==> src/rtl/csa_accumulator.sv <==
// csa_accumulator
// ---------------------------------------------------------------------------
// Carry-save accumulator feeding a downstream N-bit carry-propagate adder.
// Each accepted signed term is folded into a sum/carry vector pair with one
// 3:2 compressor per bit, so no carry propagates inside this block. The
// downstream CPA resolves out_sum + out_carry into the two's-complement result.
//
// Ports
//   clk        rising-edge clock
//   rst_n      synchronous active-low reset
//   start      job start pulse, sampled only in IDLE
//   len        number of terms in the job, sampled with start
//   in_valid   in_data carries a term this cycle
//   in_ready   block accepts a term this cycle (ACCUM only)
//   in_data    signed term, IN_W bits
//   out_valid  out_sum/out_carry hold a finished result (DONE only)
//   out_ready  downstream consumes the result
//   out_sum    redundant sum vector (CPA operand a)
//   out_carry  redundant carry vector (CPA operand b)
//   busy       high in any state other than IDLE
//   dbg_state  registered FSM state, for observation only
//
// Handshake: a transfer happens at a rising edge where valid && ready are
// both high. Ready/valid outputs are decoded from registered state only, so
// in_ready never depends on in_valid and out_valid never depends on out_ready.
// ---------------------------------------------------------------------------
module csa_accumulator #(
  parameter int N     = 40,
  parameter int IN_W  = 32,
  parameter int CNT_W = 8
) (
  input  logic             clk,
  input  logic             rst_n,
  input  logic             start,
  input  logic [CNT_W-1:0] len,
  input  logic             in_valid,
  output logic             in_ready,
  input  logic [IN_W-1:0]  in_data,
  output logic             out_valid,
  input  logic             out_ready,
  output logic [N-1:0]     out_sum,
  output logic [N-1:0]     out_carry,
  output logic             busy,
  output logic [1:0]       dbg_state
);

  localparam logic [1:0] ST_IDLE  = 2'd0;
  localparam logic [1:0] ST_ACCUM = 2'd1;
  localparam logic [1:0] ST_DONE  = 2'd2;

  logic [1:0]       state_q, state_d;
  logic [N-1:0]     s_q, s_d;
  logic [N-1:0]     c_q, c_d;
  logic [CNT_W-1:0] cnt_q, cnt_d;

  logic [N-1:0] x_ext;
  logic [N-1:0] maj;
  logic         accept;

  // Sign-extend the incoming term to the accumulator width.
  assign x_ext = N'($signed(in_data));

  // Per-bit 3:2 compression; carries shift up one place and the carry out of
  // the top bit falls off, which gives modulo 2^N wrap.
  assign maj = (s_q & c_q) | (s_q & x_ext) | (c_q & x_ext);

  assign in_ready  = (state_q == ST_ACCUM);
  assign out_valid = (state_q == ST_DONE);
  assign busy      = (state_q != ST_IDLE);
  assign out_sum   = s_q;
  assign out_carry = c_q;
  assign dbg_state = state_q;

  assign accept = in_valid && in_ready;

  always_comb begin
    state_d = state_q;
    s_d     = s_q;
    c_d     = c_q;
    cnt_d   = cnt_q;
    case (state_q)
      ST_IDLE: begin
        if (start) begin
          s_d = '0;
          c_d = '0;
          if (len != '0) begin
            cnt_d   = len;
            state_d = ST_ACCUM;
          end else begin
            state_d = ST_DONE;
          end
        end
      end
      ST_ACCUM: begin
        if (accept) begin
          s_d   = s_q ^ c_q ^ x_ext;
          c_d   = {maj[N-2:0], 1'b0};
          cnt_d = cnt_q - 1'b1;
          if (cnt_q == CNT_W'(1)) begin
            state_d = ST_DONE;
          end
        end
      end
      ST_DONE: begin
        // Vectors held; they also stay put after the return to IDLE.
        if (out_ready) begin
          state_d = ST_IDLE;
        end
      end
      default: begin
        state_d = ST_IDLE;
      end
    endcase
  end

  always_ff @(posedge clk) begin
    if (!rst_n) begin
      state_q <= ST_IDLE;
      s_q     <= '0;
      c_q     <= '0;
      cnt_q   <= '0;
    end else begin
      state_q <= state_d;
      s_q     <= s_d;
      c_q     <= c_d;
      cnt_q   <= cnt_d;
    end
  end

endmodule
==> config.mk <==
export PLATFORM = sky130hd
export DESIGN_NAME = csa_accumulator
export DESIGN_NICKNAME = d
export VERILOG_FILES = /design/src/rtl/csa_accumulator.sv
export SDC_FILE = /design/constraint.sdc
export NUM_CORES = 1
export LEC_CHECK = 0
export CAP_MARGIN = 30
export CORE_AREA = 2 2 120 122
export CTS_CLUSTER_SIZE = 25
export DETAILED_ROUTE_END_ITERATION = 10
export DIE_AREA = 0 0 122 124
export MAX_ROUTING_LAYER = met4
export PLACE_DENSITY_LB_ADDON = 0.15
export RECOVER_POWER = 25
export SLEW_MARGIN = 20
export SYNTH_ARGS = -nofsm -noshare
export SYNTH_HDL_FRONTEND = slang
export SYNTH_SLANG_ARGS = --single-unit
==> constraint.sdc <==
create_clock -name clk -period 2.1 [get_ports clk]
set_input_delay 0.21 -clock clk [delete_from_list [all_inputs] [get_ports clk]]
set_output_delay 0.21 -clock clk [all_outputs]
set_load 0.1 [all_outputs]
==> out/results.tsv <==
stage	metric	value	unit
synthesis	synth_area_per_cell	10.4	sq um
place	dp_hpwl	7200	um
grt	use_met3	0.0288	
die	coreArea	0.0137	sq mm
synthesis	ys_types	39	
sta	slew_violations	0	
worst_setup_path	crit_fanout	9	
grt	antenna_found_initial	0	
sta	post-route-period-util	0.855	
finish	layout.nets	602	
finish	final_cell_mix	87 x dfxtp_1, 86 x nor2_1, 76 x a22oi_1	
worst_setup_path	worstPathArrival	2.00	ns
worst_setup_path	startpoint_type	primary input	
die	die_area	0.0151	sq mm
synthesis	synth-compound-area-share	0.199	
clock_network	cts_resized	0	
sta	setup_viol	0	
clock_network	cts.sinks	89	
pwr	p_leak	2.29	nW
clock_network	postCtsSetupBuffers	0	
grt	grt_use_total	0.144	
drt	ant_nets	0	
drt	routed_wl	10500	um
sta	tightest_slew	1.17	ns
worst_setup_path	worstSetupPathType	in -> reg	
clock_network	cts_buffer_depth	2	
synthesis	synth_mux_area_frac	0.00550	
grt	gr-usage-met2	0.220	
clock_network	clkTransAtPathRegs	0.06	ns
synthesis	synth_warnings	0	
clock_network	cts_hold_buffers	0	
grt	overflow	0	
clock_network	worstSkewPairLatency	0.34	ns
drt	drc	0	
die	die_x	122	um
grt	grtUsageMet1	0.185	
finish	drive_gt1_frac	0.250	
finish	fill_cells	1391	
drt	drt-initial-drc-count	167	
finish	multi_input_area	0.00214	sq mm
finish	design_area	0.00558	sq mm
drt	drt-pass1-iter-count	4	
sta	fmax	557	MHz
clock_network	tritoncts	done	
finish	seqCellArea	0.00179	sq mm
min_path	hold_class	reg -> reg	
clock_network	cts_htree_levels	3	
pwr	irDropWorstVdd	0.402	mV
status	status	complete, no violations	
drt	wl_per_cell	14.9	um
die	pin_count	130	
sta	relSlewSlack	0.223	
sta	hold_violations	0	
synthesis	synth_xor_area_frac	0.00214	
job	cap_violations	0	
synthesis	syn_area	0.00410	sq mm
worst_setup_path	cp.required	2.31	ns
die	rows	43	
sta	fin_tns_setup	0	ns
place	preCtsSetupSlack	-0.0236	ns
finish	antenna_cells	0	
synthesis	synth-simple-area-share	0.116	
sta	grt_setup_unrepaired	no	
clock_network	numCtsBuffers	9	
grt	grt_max_degree	78	
grt	grt_pass1_vias	3286	
place	port_buffers	128	
synthesis	ys_seq_area_frac	0.435	
place	placed_area	0.00540	sq mm
drt	vias	3418	
synthesis	synth-seq-cells	89	
worst_setup_path	cp-end-kind	flop	
finish	fin_cells	701	
die	die-height	124	um
sta	fin_hold_ws	0.451	ns
pwr	power_density	805	mW/mm^2
clock_network	clockRootBuffer	clkbuf_16	
grt	grt_pass1_wl	16600	um
synthesis	synth_top_family_by_area	compound AO/OA/AOI/OAI gates	
place	finalWeightedCongestion	0.798	
pwr	power	4.49	mW
synthesis	syn_inst	395	
drt	vias_per_cell	4.88	
die	initial_core_util	0.298	
grt	grt.busiest_layer	met2	
finish	postLayoutCoreUtil	0.407	
sta	min_period	1.80	ns
sta	fin_worst_skew	0.00594	ns
synthesis	synthAdderAreaFrac	0.195	
finish	area_growth	36.3	%
finish	mostFrequentLayoutCell	dfxtp_1	
sta	setup_slack	0.304	ns
place	post-place-cells	685	
synthesis	syn_nets	481	
-- flip-flops by register name, indices dropped and copies added (netlist names) --
register and cells:
out_carry 39, dbg_state 2, cnt_q 8, out_sum 40
-- logic make-up (layout without fill, tap and decap cells) --
logic type / Yosys count / in the layout
mux: 2 / 2
fa+ha+maj: 41 / 41
buf+inv: 38 / 164
compound gates: 112 / 112
xor+xnor: 1 / 1
simple gates: 111 / 111
other cells: 1 / 1
flops: 89 / 89
-- final timing paths --
path	cells past startpoint	slack, ns	to	startpoint
setup reg to reg	6	0.40	out_sum[10]	dbg_state[0]
setup / recovery	5	0.30	cnt_q[6]	len[2]
hold reg to reg	1	0.45	dbg_state[0]	dbg_state[1]
hold / removal	1	0.45	dbg_state[0]	dbg_state[1]
-- worst max-delay path, cell delays in order --
cell	delay, ns
clkdlybuf4s50_1	0.42
or4_4	0.57
o311ai_4	0.48
or2_2	0.22
o22ai_1	0.09
-- layer usage --
layer  vias up  share of wire  wire length (um)
met3        12          0.052               547
met5         -              0                 0
li1       1646              -                 -
met2        88           0.47              4940
met4         0          0.017               177
met1      1672           0.46              4800
-- power by group --
group	internal [mW]	switching (mW)	leakage (nW)	total, mW
combinational	0.327	0.729	1.42	1.06
sequential	1.75	0.0719	0.722	1.83
clock	0.922	0.689	0.146	1.61
total	3.00	1.49	2.29	4.49
-- Yosys cell counts --
| cell | n | area (sq um) |
|---|---|---|
| clkbuf_2 | 1 | 5.00 |
| nor2_1 | 87 | 327 |
| nand2b_1 | 2 | 12.5 |
| nand3b_1 | 1 | 7.51 |
| or4_1 | 2 | 15.0 |
| a211oi_2 | 1 | 12.5 |
| buf_4 | 4 | 30.0 |
| or3_1 | 2 | 12.5 |
| o22ai_1 | 4 | 25.0 |
| clkbuf_8 | 1 | 13.8 |
| o21bai_1 | 1 | 7.51 |
| xnor2_1 | 1 | 8.76 |
| o311ai_4 | 1 | 26.3 |
| a211oi_1 | 2 | 15.0 |
| clkbuf_1 | 12 | 45.0 |
| and2_1 | 3 | 18.8 |
| o21a_1 | 1 | 7.51 |
| nor3_1 | 3 | 15.0 |
| mux2_2 | 2 | 22.5 |
| or2_2 | 3 | 18.8 |
| dfxtp_1 | 89 | 1780 |
| o2111ai_1 | 1 | 8.76 |
| o211ai_1 | 1 | 7.51 |
| dlygate4sd1_1 | 1 | 8.76 |
| buf_2 | 11 | 55.1 |
| fa_1 | 38 | 761 |
| inv_1 | 8 | 30.0 |
| conb_1 | 1 | 3.75 |
| ha_1 | 3 | 37.5 |
| a31o_2 | 1 | 8.76 |
| a21oi_1 | 11 | 55.1 |
| a21o_2 | 1 | 8.76 |
| o31ai_1 | 3 | 22.5 |
| o21ai_1 | 1 | 5.00 |
| nor4_1 | 2 | 12.5 |
| nand2_1 | 4 | 15.0 |
| a22oi_1 | 76 | 571 |
| or4_4 | 2 | 22.5 |
| o21ai_0 | 7 | 35.0 |
-- layout make-up --
class | count | area share
Multi-Input combinational cell | 268 | 0.383
Inverter | 8 | 0.00605
Clock inverter | 7 | 0.0126
Clock buffer | 9 | 0.0403
Tap cell | 180 | 0.0403
Timing Repair Buffer | 140 | 0.197
Sequential cell | 89 | 0.320
(Power assumes the default switching activity.)
